`src/rtl/fifo_req_sched_if.sv`:
```
// Handshake bundle between the writers/reader and the FIFO request scheduler.
interface fifo_req_sched_if #(
   parameter int DATA_WIDTH = 32,
   parameter int CNT_W      = 4
);
   logic                  w0_req;
   logic [DATA_WIDTH-1:0] w0_din;
   logic                  w1_req;
   logic [DATA_WIDTH-1:0] w1_din;
   logic                  r_req;
   logic                  w0_ack;
   logic                  w1_ack;
   logic                  r_ack;
   logic [2:0]            fifo_op;
   logic [DATA_WIDTH-1:0] fifo_din;
   logic [CNT_W-1:0]      count;
   logic                  full;
   logic                  empty;

   // requester / FIFO side
   modport master (
      output w0_req, w0_din, w1_req, w1_din, r_req,
      input  w0_ack, w1_ack, r_ack, fifo_op, fifo_din, count, full, empty
   );

   // scheduler side
   modport slave (
      input  w0_req, w0_din, w1_req, w1_din, r_req,
      output w0_ack, w1_ack, r_ack, fifo_op, fifo_din, count, full, empty
   );
endinterface

```
`src/rtl/fifo_req_sched.sv`:
```
// Round-robin scheduler sharing one FIFO datapath between two writers and a
// reader. A shadow occupancy count keeps blocked operations from ever being
// issued; every output is a register loaded from the decision of the cycle before.
module fifo_req_sched #(
   parameter int DATA_WIDTH = 32,
   parameter int DEPTH      = 8,
   parameter int CNT_W      = 4
) (
   input  logic              clk,
   input  logic              reset,
   input  logic              clear,
   fifo_req_sched_if.slave   bus
);

   typedef enum logic [2:0] {
      IDLE  = 3'b000,
      WRITE = 3'b001,
      READ  = 3'b010
   } state_t;

   // ring positions, also used as ack bit indices
   localparam logic [1:0] P_W0 = 2'd0;
   localparam logic [1:0] P_W1 = 2'd1;
   localparam logic [1:0] P_R  = 2'd2;

   localparam logic [CNT_W-1:0] DEPTH_C = CNT_W'(DEPTH);

   state_t                state, state_nxt;
   logic [1:0]            last, last_nxt;
   logic [2:0]            ack, ack_nxt;
   logic [DATA_WIDTH-1:0] din_q, din_nxt;
   logic [CNT_W-1:0]      cnt, cnt_nxt;
   logic                  full_q, full_nxt;
   logic                  empty_q, empty_nxt;
   logic [2:0]            elig;
   logic [2:0][1:0]       ord;
   logic                  win_vld;
   logic [1:0]            win;

   // eligibility: an item acked this cycle is stale and sits out one cycle
   always_comb begin
      elig[P_W0] = bus.w0_req & ~ack[P_W0] & (cnt < DEPTH_C);
      elig[P_W1] = bus.w1_req & ~ack[P_W1] & (cnt < DEPTH_C);
      elig[P_R]  = bus.r_req  & ~ack[P_R]  & (cnt != '0);
   end

   // round-robin pick starting after the last grant, then next-state/outputs
   always_comb begin
      state_nxt = IDLE;
      last_nxt  = last;
      ack_nxt   = '0;
      din_nxt   = '0;
      cnt_nxt   = cnt;
      win_vld   = 1'b0;
      win       = P_R;
      // ord[0] is searched first
      case (last)
         P_W0:    ord = {P_W0, P_R,  P_W1};
         P_W1:    ord = {P_W1, P_W0, P_R};
         default: ord = {P_R,  P_W1, P_W0};
      endcase
      // walk from the back so the earliest eligible entry is left in win
      for (int k = 2; k >= 0; k--) begin
         if (elig[ord[k]]) begin
            win_vld = 1'b1;
            win     = ord[k];
         end
      end
      if (win_vld) begin
         last_nxt     = win;
         ack_nxt[win] = 1'b1;
         if (win == P_R) begin
            state_nxt = READ;
            cnt_nxt   = cnt - 1'b1;
         end else begin
            state_nxt = WRITE;
            cnt_nxt   = cnt + 1'b1;
            din_nxt   = (win == P_W0) ? bus.w0_din : bus.w1_din;
         end
      end
      full_nxt  = (cnt_nxt == DEPTH_C);
      empty_nxt = (cnt_nxt == '0);
   end

   // state and output registers; clear flushes exactly like reset
   always_ff @(posedge clk) begin
      if (reset || clear) begin
         state   <= IDLE;
         last    <= P_R;
         ack     <= '0;
         din_q   <= '0;
         cnt     <= '0;
         full_q  <= 1'b0;
         empty_q <= 1'b1;
      end else begin
         state   <= state_nxt;
         last    <= last_nxt;
         ack     <= ack_nxt;
         din_q   <= din_nxt;
         cnt     <= cnt_nxt;
         full_q  <= full_nxt;
         empty_q <= empty_nxt;
      end
   end

   assign bus.fifo_op  = state;
   assign bus.fifo_din = din_q;
   assign bus.w0_ack   = ack[P_W0];
   assign bus.w1_ack   = ack[P_W1];
   assign bus.r_ack    = ack[P_R];
   assign bus.count    = cnt;
   assign bus.full     = full_q;
   assign bus.empty    = empty_q;

endmodule

```
`src/flat_wrapper.sv`:
```
// flat-port wrapper written by rule: the top's interface ports become plain ports
module fifo_req_sched_flat 
#(
   parameter int DATA_WIDTH = 32,
   parameter int DEPTH      = 8,
   parameter int CNT_W      = 4
)
  (clk, reset, clear, bus_w0_req, bus_w0_din, bus_w1_req, bus_w1_din, bus_r_req, bus_w0_ack, bus_w1_ack, bus_r_ack, bus_fifo_op, bus_fifo_din, bus_count, bus_full, bus_empty);
  fifo_req_sched_if #(.DATA_WIDTH(DATA_WIDTH), .CNT_W(CNT_W)) bus_i ();
  input  logic clk;
  input  logic reset;
  input  logic clear;
  input wire logic [$bits(bus_i.w0_req)-1:0] bus_w0_req;
  input wire logic [$bits(bus_i.w0_din)-1:0] bus_w0_din;
  input wire logic [$bits(bus_i.w1_req)-1:0] bus_w1_req;
  input wire logic [$bits(bus_i.w1_din)-1:0] bus_w1_din;
  input wire logic [$bits(bus_i.r_req)-1:0] bus_r_req;
  output wire logic [$bits(bus_i.w0_ack)-1:0] bus_w0_ack;
  output wire logic [$bits(bus_i.w1_ack)-1:0] bus_w1_ack;
  output wire logic [$bits(bus_i.r_ack)-1:0] bus_r_ack;
  output wire logic [$bits(bus_i.fifo_op)-1:0] bus_fifo_op;
  output wire logic [$bits(bus_i.fifo_din)-1:0] bus_fifo_din;
  output wire logic [$bits(bus_i.count)-1:0] bus_count;
  output wire logic [$bits(bus_i.full)-1:0] bus_full;
  output wire logic [$bits(bus_i.empty)-1:0] bus_empty;
  assign bus_i.w0_req = bus_w0_req;
  assign bus_i.w0_din = bus_w0_din;
  assign bus_i.w1_req = bus_w1_req;
  assign bus_i.w1_din = bus_w1_din;
  assign bus_i.r_req = bus_r_req;
  assign bus_w0_ack = bus_i.w0_ack;
  assign bus_w1_ack = bus_i.w1_ack;
  assign bus_r_ack = bus_i.r_ack;
  assign bus_fifo_op = bus_i.fifo_op;
  assign bus_fifo_din = bus_i.fifo_din;
  assign bus_count = bus_i.count;
  assign bus_full = bus_i.full;
  assign bus_empty = bus_i.empty;
  fifo_req_sched #(.DATA_WIDTH(DATA_WIDTH), .DEPTH(DEPTH), .CNT_W(CNT_W)) u_core (.clk(clk), .reset(reset), .clear(clear), .bus(bus_i));
endmodule
```
`config.mk`:
```
export PLATFORM = sky130hd
export DESIGN_NAME = fifo_req_sched_flat
export DESIGN_NICKNAME = d
export VERILOG_FILES = /design/src/rtl/fifo_req_sched_if.sv /design/src/rtl/fifo_req_sched.sv /design/src/flat_wrapper.sv
export SDC_FILE = /design/constraint.sdc
export NUM_CORES = 1
export LEC_CHECK = 0
export BUFFER_PORTS_ARGS = -buffer_cell sky130_fd_sc_hd__buf_2
export CELL_PAD_IN_SITES_DETAIL_PLACEMENT = 1
export CELL_PAD_IN_SITES_GLOBAL_PLACEMENT = 1
export CORE_ASPECT_RATIO = 1.2
export CORE_MARGIN = 2
export CORE_UTILIZATION = 28
export CTS_CLUSTER_DIAMETER = 100
export DETAILED_ROUTE_END_ITERATION = 8
export PLACE_DENSITY_LB_ADDON = 0.1
export SLEW_MARGIN = 20
export SYNTH_ARGS = -nofsm -noshare
export SYNTH_HDL_FRONTEND = slang
export SYNTH_SLANG_ARGS = --single-unit
```
`constraint.sdc`:
```
create_clock -name clk -period 3 [get_ports clk]
set_clock_uncertainty 0.1 [all_clocks]
set_input_delay 0.3 -clock clk [delete_from_list [all_inputs] [get_ports clk]]
set_output_delay 0.3 -clock clk [all_outputs]
set_load 0.02 [all_outputs]
```
==> results by group <==
Status
  – Status: complete, no violations

Placed design
  – Final Wtd Congestion: 0.752
  – Placed Area: 0.00235 sq mm
  – Port Buf Inserts: 112
  – Post-Place Worst Slack: 0.314 ns
  – Half-perimeter wire length after placement: 3730 microns

GRT
  – Met1 usage: 18.0%
  – Met3 usage: 3.80%
  – First-pass GRT wire length: 8490 microns
  – Vias in the first global route: 1746
  – Largest net degree at the start of global routing: 36
  – Total global routing overflow: 0
  – GR peak layer: met2
  – GRT Resource Usage Total: 15.1%
  – Antenna violations before repair: 0
  – GRT met2 Usage: 26.4%

Logic synthesis
  – Synth Flop Type: dfxtp_1
  – Mean Syn Cell Area: 8.45 sq um
  – FFs w/ async S/R, synth: 0%
  – Count leader, synth: nand2_1
  – Top cells by area, synth: dfxtp_1 50%, nand2_1 13%, a21oi_1 11%
  – Commonest cells post-synth: 63 x nand2_1, 44 x dfxtp_1, 38 x a21oi_1, 9 x nor2_1, 8 x buf_2
  – Netlist Area Pre-Place: 0.00176 sq mm
  – Synth Instances: 208
  – Top cell type's share of synthesized area: 50.1%
  – Synth warn: 0
  – FF+latch count, synth: 44
  – EDFF count, synth: 0
  – Net Count, Synth: 279
  – Sequential share of the synthesized area: 50.1%
  – Unique masters post-synth: 34
  – Area leader, netlist: dfxtp_1

Final layout
  – Final Instance Area: 0.00242 sq mm
  – Layout cell share with drive strength beyond 1: 42.4%
  – Nets: 387
  – ANT cells: 0
  – Syn-to-layout area delta: 37.9%

Timing
  – Maximum clock frequency: 373 MHz
  – Hold slack: 0.143 ns
  – Final min period: 2.68 ns
  – Slew Limit Fails: 0
  – RSZ-0062 raised after global routing: no
  – Hold Vio Cnt, Final: 0
  – Worst setup margin: 0.318 ns
  – Setup_tns: 0 ns
  – Relative slew slack: 53.2%
  – Worst Tran Pin Value: 0.699 ns
  – # setup viols final: 0
  – Tcrit/Tclk final: 89.4%

Floorplan
  – Initial Utilization: 29.1%
  – # rows: 31
  – Boundary Pins: 114
  – Die Wd: 76.3 microns
  – Die H: 90.8 microns
  – DIE AREA: 0.00693 sq mm
  – Area of the core: 0.00605 sq mm

Route
  – Drt total wl: 5080 microns
  – 1st-iter DRT viols: 82
  – Drt first pass iters: 4
  – Antenna viol nets, final: 0
  – Via Count: 1776
  – DR DRC count: 0
  – Routed wire per std cell: 12.8 microns
  – Vias/cell: 4.46

Power
  – Pwr Density: 500 mW/mm^2
  – Final Total Pwr: 0.00121 W
  – Maximum VDD drop: 209 uV
  – Pleak: 1.25 nW

Critical path
  – CP Max Fanout: 7
  – CP Data Arrival Time: 2.74 ns
  – Flop2flop setup slack: 0.32 ns
  – Worst setup SP type: flop
  – Setup CP Type: reg2reg
  – Setup crit end kind: flop
  – Worst EP required: 3.06 ns

Clock tree
  – Root Driver: clkbuf_8
  – Worst-path clk slew: 0.08 ns
  – Num Clock Sinks: 44
  – Clock Latency Late Sink: 0.29 ns
  – CTS hold repair buffers: 0
  – Total CTS buffers: 5
  – Clock Path Buffers: 2
  – Cts repair resizes: 0
  – Setup Buffers After CTS: 0
  – CTS tree: yes
  – H-tree Lvls: 2

Hold path
  – HP Class: in2reg

Flow run
  – Max Cap Violations: 0
==> area by class of cell <==
cell class	instances	area, sq um
fill	809	3630
clock buffer	6	72.6
clock inverter	1	5.00
inverter	2	7.51
sequential	44	881
tap	82	103
multi-input combinational	148	772
timing repair buffer	115	583
==> report_power, final <==
group,internal [W],total (W),switching [W]
Combinational,0.0000946,0.000237,0.000142
Clock,0.000159,0.000349,0.000191
Sequential,0.000613,0.000626,0.0000132
Total,0.000866,0.00121,0.000346
==> worst max-delay path: stages, from the launching register on <==
cell      delay (ns)
dfxtp_1         0.40
o41ai_4         0.51
o21ai_1         0.15
nand2_1         0.23
xnor2_1         0.15
ha_1            0.18
inv_1           0.06
or3_1           0.38
o211ai_2        0.10
xor2_2          0.20
o31ai_1         0.09
==> worst paths after layout <==
kind | startpoint | endpoint | cells after the start
worst max-delay path | u_core.bus.count[1] | u_core.bus.empty | 10
worst max register to register | u_core.bus.count[1] | u_core.bus.empty | 10
worst min-delay path | bus_w0_din[3] | u_core.bus.fifo_din[3] | 3
worst min register to register | u_core.last[0] | u_core.last[0] | 2
==> cells in the final DEF (no fill, tap or decap), types with 2 or more instances in the layout <==
cell and instances:
nor3b_1 2, buf_4 3, nand2_1 63, dfxtp_1 44
nor2b_1 3, or3_1 2, buf_2 112, clkbuf_8 5
o31ai_1 2, inv_1 2, nor2_1 9, nand2_2 6
o21ai_0 3, nand2b_1 2, a21oi_1 38
==> kinds of logic (layout without fill, tap and decap cells) <==
kind of cell               after synthesis  in the layout  share of synthesized area (%)
other                                    1              1                          0.213
and+or+nand+nor                         92             92                           23.1
buffers and inverters                   16            124                           6.33
xor gates and xnor gates                 3              3                           1.92
muxes                                    1              1                          0.569
AOI/OAI and AO/OA                       50             50                           17.1
adders and majority gates                1              1                          0.712
DFF                                     44             44                           50.1
==> registers in the layout (all words and copies together) (netlist names) <==
register / cells
u_core.ack: 3
u_core.bus.count: 4
u_core.bus.empty: 1
u_core.bus.fifo_din: 32
u_core.bus.fifo_op: 1
u_core.bus.full: 1
u_core.last: 2
==> per-layer routing <==
metal  vias to the layer above  part of all wire, %
li1                        887                    -
met1                       817                   42
met2                        68                   50
met3                         4                  6.9
met4                         0                 0.87
met5                         -                    0
==> stage by stage <==
step,utilization (%),std cells
after global routing,40.1,398
after global placement,38.8,391
after CTS,40.1,398
after detailed placement,38.8,391
final,40.1,398
after floorplan,-,208
(Power assumes the default switching activity.)
